==> config.mk <==
export PLATFORM = sky130hd
export DESIGN_NAME = demux16_deser
export DESIGN_NICKNAME = d
export VERILOG_FILES = /design/src/rtl/demux16_pkg.sv /design/src/rtl/demux1to4.sv /design/src/rtl/demux16_deser.sv
export SDC_FILE = /design/constraint.sdc
export NUM_CORES = 1
export LEC_CHECK = 0
export BUFFER_PORTS_ARGS = -buffer_cell sky130_fd_sc_hd__buf_2
export CAP_MARGIN = 0
export CORE_MARGIN = 3
export CORE_UTILIZATION = 35
export DETAILED_ROUTE_END_ITERATION = 12
export GPL_TIMING_DRIVEN = 0
export RECOVER_POWER = 25
export SKIP_CTS_REPAIR_TIMING = 1
export SYNTH_ARGS = -nofsm -noshare
export SYNTH_HDL_FRONTEND = slang
export SYNTH_SLANG_ARGS = --single-unit
export TNS_END_PERCENT = 50
==> constraint.sdc <==
create_clock -name i_clk -period 6.46 [get_ports i_clk]
set_input_delay 0.969 -clock i_clk [delete_from_list [all_inputs] [get_ports i_clk]]
set_output_delay 0.969 -clock i_clk [all_outputs]
set_load 0.01 [all_outputs]
==> src/rtl/demux16_pkg.sv <==
// Shared constants, types and helpers for the 16-slot serial deserializer.
// Slot count is fixed at 16, so a 4-bit select addresses every slot.
package demux16_pkg;

    localparam int N     = 16;
    localparam int SEL_W = 4;

    typedef logic [N-1:0]     word_t;
    typedef logic [SEL_W-1:0] sel_t;

    localparam word_t ALL_ONES   = 16'hFFFF;
    localparam logic  MODE_COUNT = 1'b0;
    localparam logic  MODE_ADDR  = 1'b1;

    function automatic logic [SEL_W:0] popcount(input word_t v);
        logic [SEL_W:0] c;
        c = '0;
        for (int i = 0; i < N; i++) c = c + {{SEL_W{1'b0}}, v[i]};
        return c;
    endfunction

endpackage

==> src/rtl/demux1to4.sv <==
// One-hot 1:4 decoder with enable.
// Used as one node of the 4:16 write-enable tree.
module demux1to4 (
    input  logic       i_en,
    input  logic [1:0] i_sel,
    output logic [3:0] o_y
);

    always_comb begin
        o_y        = 4'b0000;
        o_y[i_sel] = i_en;
    end

endmodule

==> src/rtl/demux16_deser.sv <==
// Serial-to-parallel deserializer: steers bits into 16 slots (counter or external select)
// and hands completed words out through a single valid/ready holding register.
module demux16_deser
    import demux16_pkg::*;
#(
    parameter bit LSB_FIRST = 1'b1
) (
    input  logic             i_clk,
    input  logic             i_rst_n,
    input  logic             i_bit_in,
    input  logic             i_bit_valid,
    output logic             o_bit_ready,
    input  logic             i_addr_mode,
    input  logic [SEL_W-1:0] i_sel_in,
    input  logic             i_flush,
    output logic [N-1:0]     o_word_out,
    output logic             o_word_valid,
    input  logic             i_word_ready,
    output logic [SEL_W-1:0] o_sel_cnt
);

    word_t r_asm;
    word_t r_mask;
    word_t r_word;
    sel_t  r_sel_cnt;
    logic  r_mode_q;
    logic  r_word_valid;

    logic  w_last;
    logic  w_accept;
    logic  w_mode;
    logic  w_complete;
    sel_t  w_slot;
    logic [3:0] w_root;
    word_t w_we;
    word_t w_mask_nxt;
    word_t w_asm_nxt;

    // Stall only when the next bit could complete a word with nowhere to put it.
    assign w_last      = (popcount(r_mask) == (SEL_W+1)'(N-1));
    assign o_bit_ready = i_rst_n & ~(w_last & r_word_valid & ~i_word_ready);
    assign w_accept    = i_bit_valid & o_bit_ready & ~i_flush;

    // The first bit of a word uses the live mode input; it is then latched for the word.
    assign w_mode = (r_mask == '0) ? i_addr_mode : r_mode_q;
    assign w_slot = (w_mode == MODE_ADDR) ? i_sel_in
                  : (LSB_FIRST ? r_sel_cnt : SEL_W'(N-1) - r_sel_cnt);

    demux1to4 u_root (
        .i_en  (w_accept),
        .i_sel (w_slot[3:2]),
        .o_y   (w_root)
    );

    for (genvar g = 0; g < 4; g++) begin : g_leaf
        demux1to4 u_leaf (
            .i_en  (w_root[g]),
            .i_sel (w_slot[1:0]),
            .o_y   (w_we[g*4 +: 4])
        );
    end

    assign w_mask_nxt = r_mask | w_we;
    assign w_asm_nxt  = (r_asm & ~w_we) | (w_we & {N{i_bit_in}});
    assign w_complete = w_accept & (w_mask_nxt == ALL_ONES);

    always_ff @(posedge i_clk) begin
        if (!i_rst_n) begin
            r_asm        <= '0;
            r_mask       <= '0;
            r_sel_cnt    <= '0;
            r_mode_q     <= MODE_COUNT;
            r_word       <= '0;
            r_word_valid <= 1'b0;
        end else begin
            if (i_flush) begin
                r_asm     <= '0;
                r_mask    <= '0;
                r_sel_cnt <= '0;
            end else if (w_accept) begin
                if (r_mask == '0) r_mode_q <= i_addr_mode;
                if (w_complete) begin
                    r_word    <= w_asm_nxt;
                    r_asm     <= '0;
                    r_mask    <= '0;
                    r_sel_cnt <= '0;
                end else begin
                    r_asm  <= w_asm_nxt;
                    r_mask <= w_mask_nxt;
                    if (w_mode == MODE_COUNT) r_sel_cnt <= r_sel_cnt + 1'b1;
                end
            end

            // A completion in the same cycle as a pop refills the holding register.
            if (w_complete)
                r_word_valid <= 1'b1;
            else if (r_word_valid && i_word_ready)
                r_word_valid <= 1'b0;
        end
    end

    assign o_word_out   = r_word;
    assign o_word_valid = r_word_valid;
    assign o_sel_cnt    = r_sel_cnt;

endmodule
==> run metrics <==
synthesized instance count approximately 340; clk buf depth 2; clock period minus worst slack 6.023 ns; asr flop ratio synth 0%; Clk Tree Root Cell clkbuf_8; clock skew just over 0.008 ns; Design Area, Final ~3500 µm²; wire per inst roughly 14 µm; Post-Syn Area a little over 3000 µm²; Post-synth EDFFs 0; Logic pwr share under 10%; R2R cell count 23; clock buffer count from CTS 5; number of synthesized register bits between 50 and 60; reg2reg start r_mask[5]$_SDFFE_PP0P_; WHS Path Cells 2; Slew Viols, Final 0; Slew @ Worst Pin between 0.5 and 0.6 ns; Post-DP HPWL about 5500 µm; final instance count without filler cells ~490; Sink Count between 50 and 60; initial core utilization a little under two fifths; Max Cap Viol 0; area of the multi-input gates 1778 µm²; vias roughly 2500; internal power 465.5 µW; Synth Flop Type dfxtp_1; Avg Synthesized Cell Area 9.058 µm²; Rows 33; first-pass iteration count of the detailed router 4; CTS tree done; sw frac between 20% and 30%; f_max ~170 MHz; Total Power slightly above 600 µW; Syn-to-layout area delta 12.87%; GRT Residual Overflow 0; met1 usage between 20% and 30%; Hold Path End r_asm[5]$_SDFFE_PP0P_; Die H 99.53 µm; remaining antenna violation count 0; clk_lat worst skew roughly 0.31 ns; Worst VDD drop about 120 µV; leakage about 0.0012 µW; unrepaired setup endpoints after global routing false; largest net degree at the start of global routing 17; Setup TNS 0 ns; Clock transition at path regs 0.10 ns; Reg power frac between 50 and 60%; sequential fraction of the synthesis area 35.31%; CP Launch Type register; Nets approximately 410; Register Area between 1000 and 1500 µm²; Tcrit/Tclk final 93.23%; grt met3 use between 2 and 2.5%; dpl ws roughly 0.17 ns; GR peak layer met2; CP Capture Type register; Core Footprint between 8000 and 9000 µm²; Netlist cell types between 40 and 50; H-tree depth 2; Critical Path AT ~6.2 ns; Inserted Diodes 0; most common cell after layout, fill and taps aside dfxtp_1; antenna violations before repair 0; kind of critical path register to register; largest fanout on the critical path 10; vias in the first global route 2460; vias per cell a little over 5; DP Cell Count ~480; initial DRC count roughly 130; Worst EP required between 6 and 7 ns; PD cells approximately 180 nW/µm²; Min-Delay Startpoint r_asm[5]$_SDFFE_PP0P_; DRC 0; Hold Violations, Final 0; Ports 33; run status complete, no violations; post-place instance area ~3400 µm²; critical path launch point r_mask[5]$_SDFFE_PP0P_; Die X about 100 µm; die footprint 9906 µm²; Clk network pwr share 37.4%; port buffer count 32; worst rel slew slack 65.78%; met2 track demand over resource about 25%; total routed wirelength 6985 µm; first-pass GRT wire length 12090 µm; Total GRT Usage around 15%; layout cells sized above 1 about an eighth; FF-to-FF setup slack 0.44 ns; Worst Hold Class register to register; final setup fails 0; Yosys Warn Count 0; most frequent cells in the layout dfxtp_1 (54), clkbuf_1 (32), inv_1 (28), nor2b_1 (28), nor2_1 (27); Final WS setup approximately 0.44 ns; Post-Syn Nets approximately 370; Fillers 880; NetSw approximately 140 µW; worst reg2reg endpoint r_asm[15]$_SDFFE_PP0P_; routability cong. between 0.8 and 0.9
==> sequential cells by signal, summed over array words and instances (netlist names) <==
name,cells
o_sel_cnt,4
o_word_out,16
o_word_valid,1
r_asm,16
r_mask,16
r_mode_q,1
==> how the worst max path moves through the flow <==
stage | end | slack (ns) | cells past startpoint
5_1_grt | r_asm[11]$_SDFFE_PP0P_ | 0.02 | 23
4_1_cts | r_asm[15]$_SDFFE_PP0P_ | 0.15 | 23
3_3_place_gp | r_asm[15]$_SDFFE_PP0P_ | 0.20 | 23
2_1_floorplan | o_word_out[10]$_SDFFE_PN0P_ | 0.96 | 22
6_report | r_asm[15]$_SDFFE_PP0P_ | 0.44 | 23
3_5_place_dp | r_asm[15]$_SDFFE_PP0P_ | 0.17 | 23
==> worst max-delay path, cell delays in order (launching register included) <==
cell and delay, ns:
dfxtp_1 0.38, inv_1 0.12, fa_1 0.54, inv_1 0.05, fa_1 0.46, fa_1 0.52, inv_1 0.05, fa_1 0.42
inv_1 0.06, ha_1 0.15, inv_1 0.05, fa_1 0.37, xnor2_1 0.13, nand4b_1 0.11, o311a_1 0.23, clkbuf_1 0.35
a31oi_1 0.18, nor4_1 0.46, o221ai_1 0.27, nor4b_4 0.29, buf_4 0.21, buf_6 0.17, buf_2 0.24, nor3_1 0.07
==> synthesized netlist by cell type (3+ instances only) <==
master,instances,area [µm²]
a21oi_1,13,65.06
nor3b_1,16,120.1
mux2i_1,24,240.2
nand2b_1,5,31.28
mux2_2,11,123.9
ha_1,7,87.58
dfxtp_1,54,1081
nand3_1,12,60.06
and2_1,4,25.02
nand2_1,21,78.83
fa_1,10,200.2
nor2_1,27,101.4
buf_6,3,33.78
nor3_1,6,30.03
buf_2,3,15.01
clkbuf_1,13,48.80
nor4_1,4,25.02
a31oi_1,10,62.56
o21ai_0,10,50.05
nor2b_1,28,175.2
inv_1,28,105.1
==> cell families after synthesis <==
family	synth area share, %
flip-flops	35.31
adder cells (fa/ha/maj)	9.399
AO/OA/AOI/OAI	8.868
multiplexers	14.63
AND/OR/NAND/NOR	24.60
XOR/XNOR	0.5722
buffers and inverters	6.620
==> power groups by stage <==
stage,Sequential [µW],Clock (µW),Combinational (µW)
2_1_floorplan,342,0,30.3
3_3_place_gp,342,0,45.0
3_5_place_dp,342,0,45.4
4_1_cts,334,233,45.6
5_1_grt,335,246,50.6
6_report,334,227,45.4
==> area by class of cell <==
| cell class | count | area share, % |
|---|---|---|
| clock buffer | 6 | 2.100 |
| clock inverter | 2 | 1.086 |
| tap | 105 | 3.802 |
| sequential | 54 | 31.28 |
| inverter | 28 | 3.041 |
| buffer | 19 | 2.860 |
| multi-input combinational | 237 | 51.45 |
| timing repair buffer | 34 | 4.381 |
==> per-stage QoR <==
| stage | hold WS, ns | util [%] |
|---|---|---|
| final | 0.4951 | 41.43 |
| after global placement | 0.4644 | 40.20 |
| after floorplan | 0.4525 | - |
| after detailed placement | 0.4741 | 40.20 |
| after global routing | 0.5211 | 41.43 |
| after CTS | 0.4889 | 41.52 |
==> layer usage <==
layer,up-vias,part of all wire (%)
met4,0,1.3
met3,7,4.2
li1,1231,-
met5,-,0
met2,54,47
met1,1160,48
No activity file was read; power rests on OpenSTA's default activity.
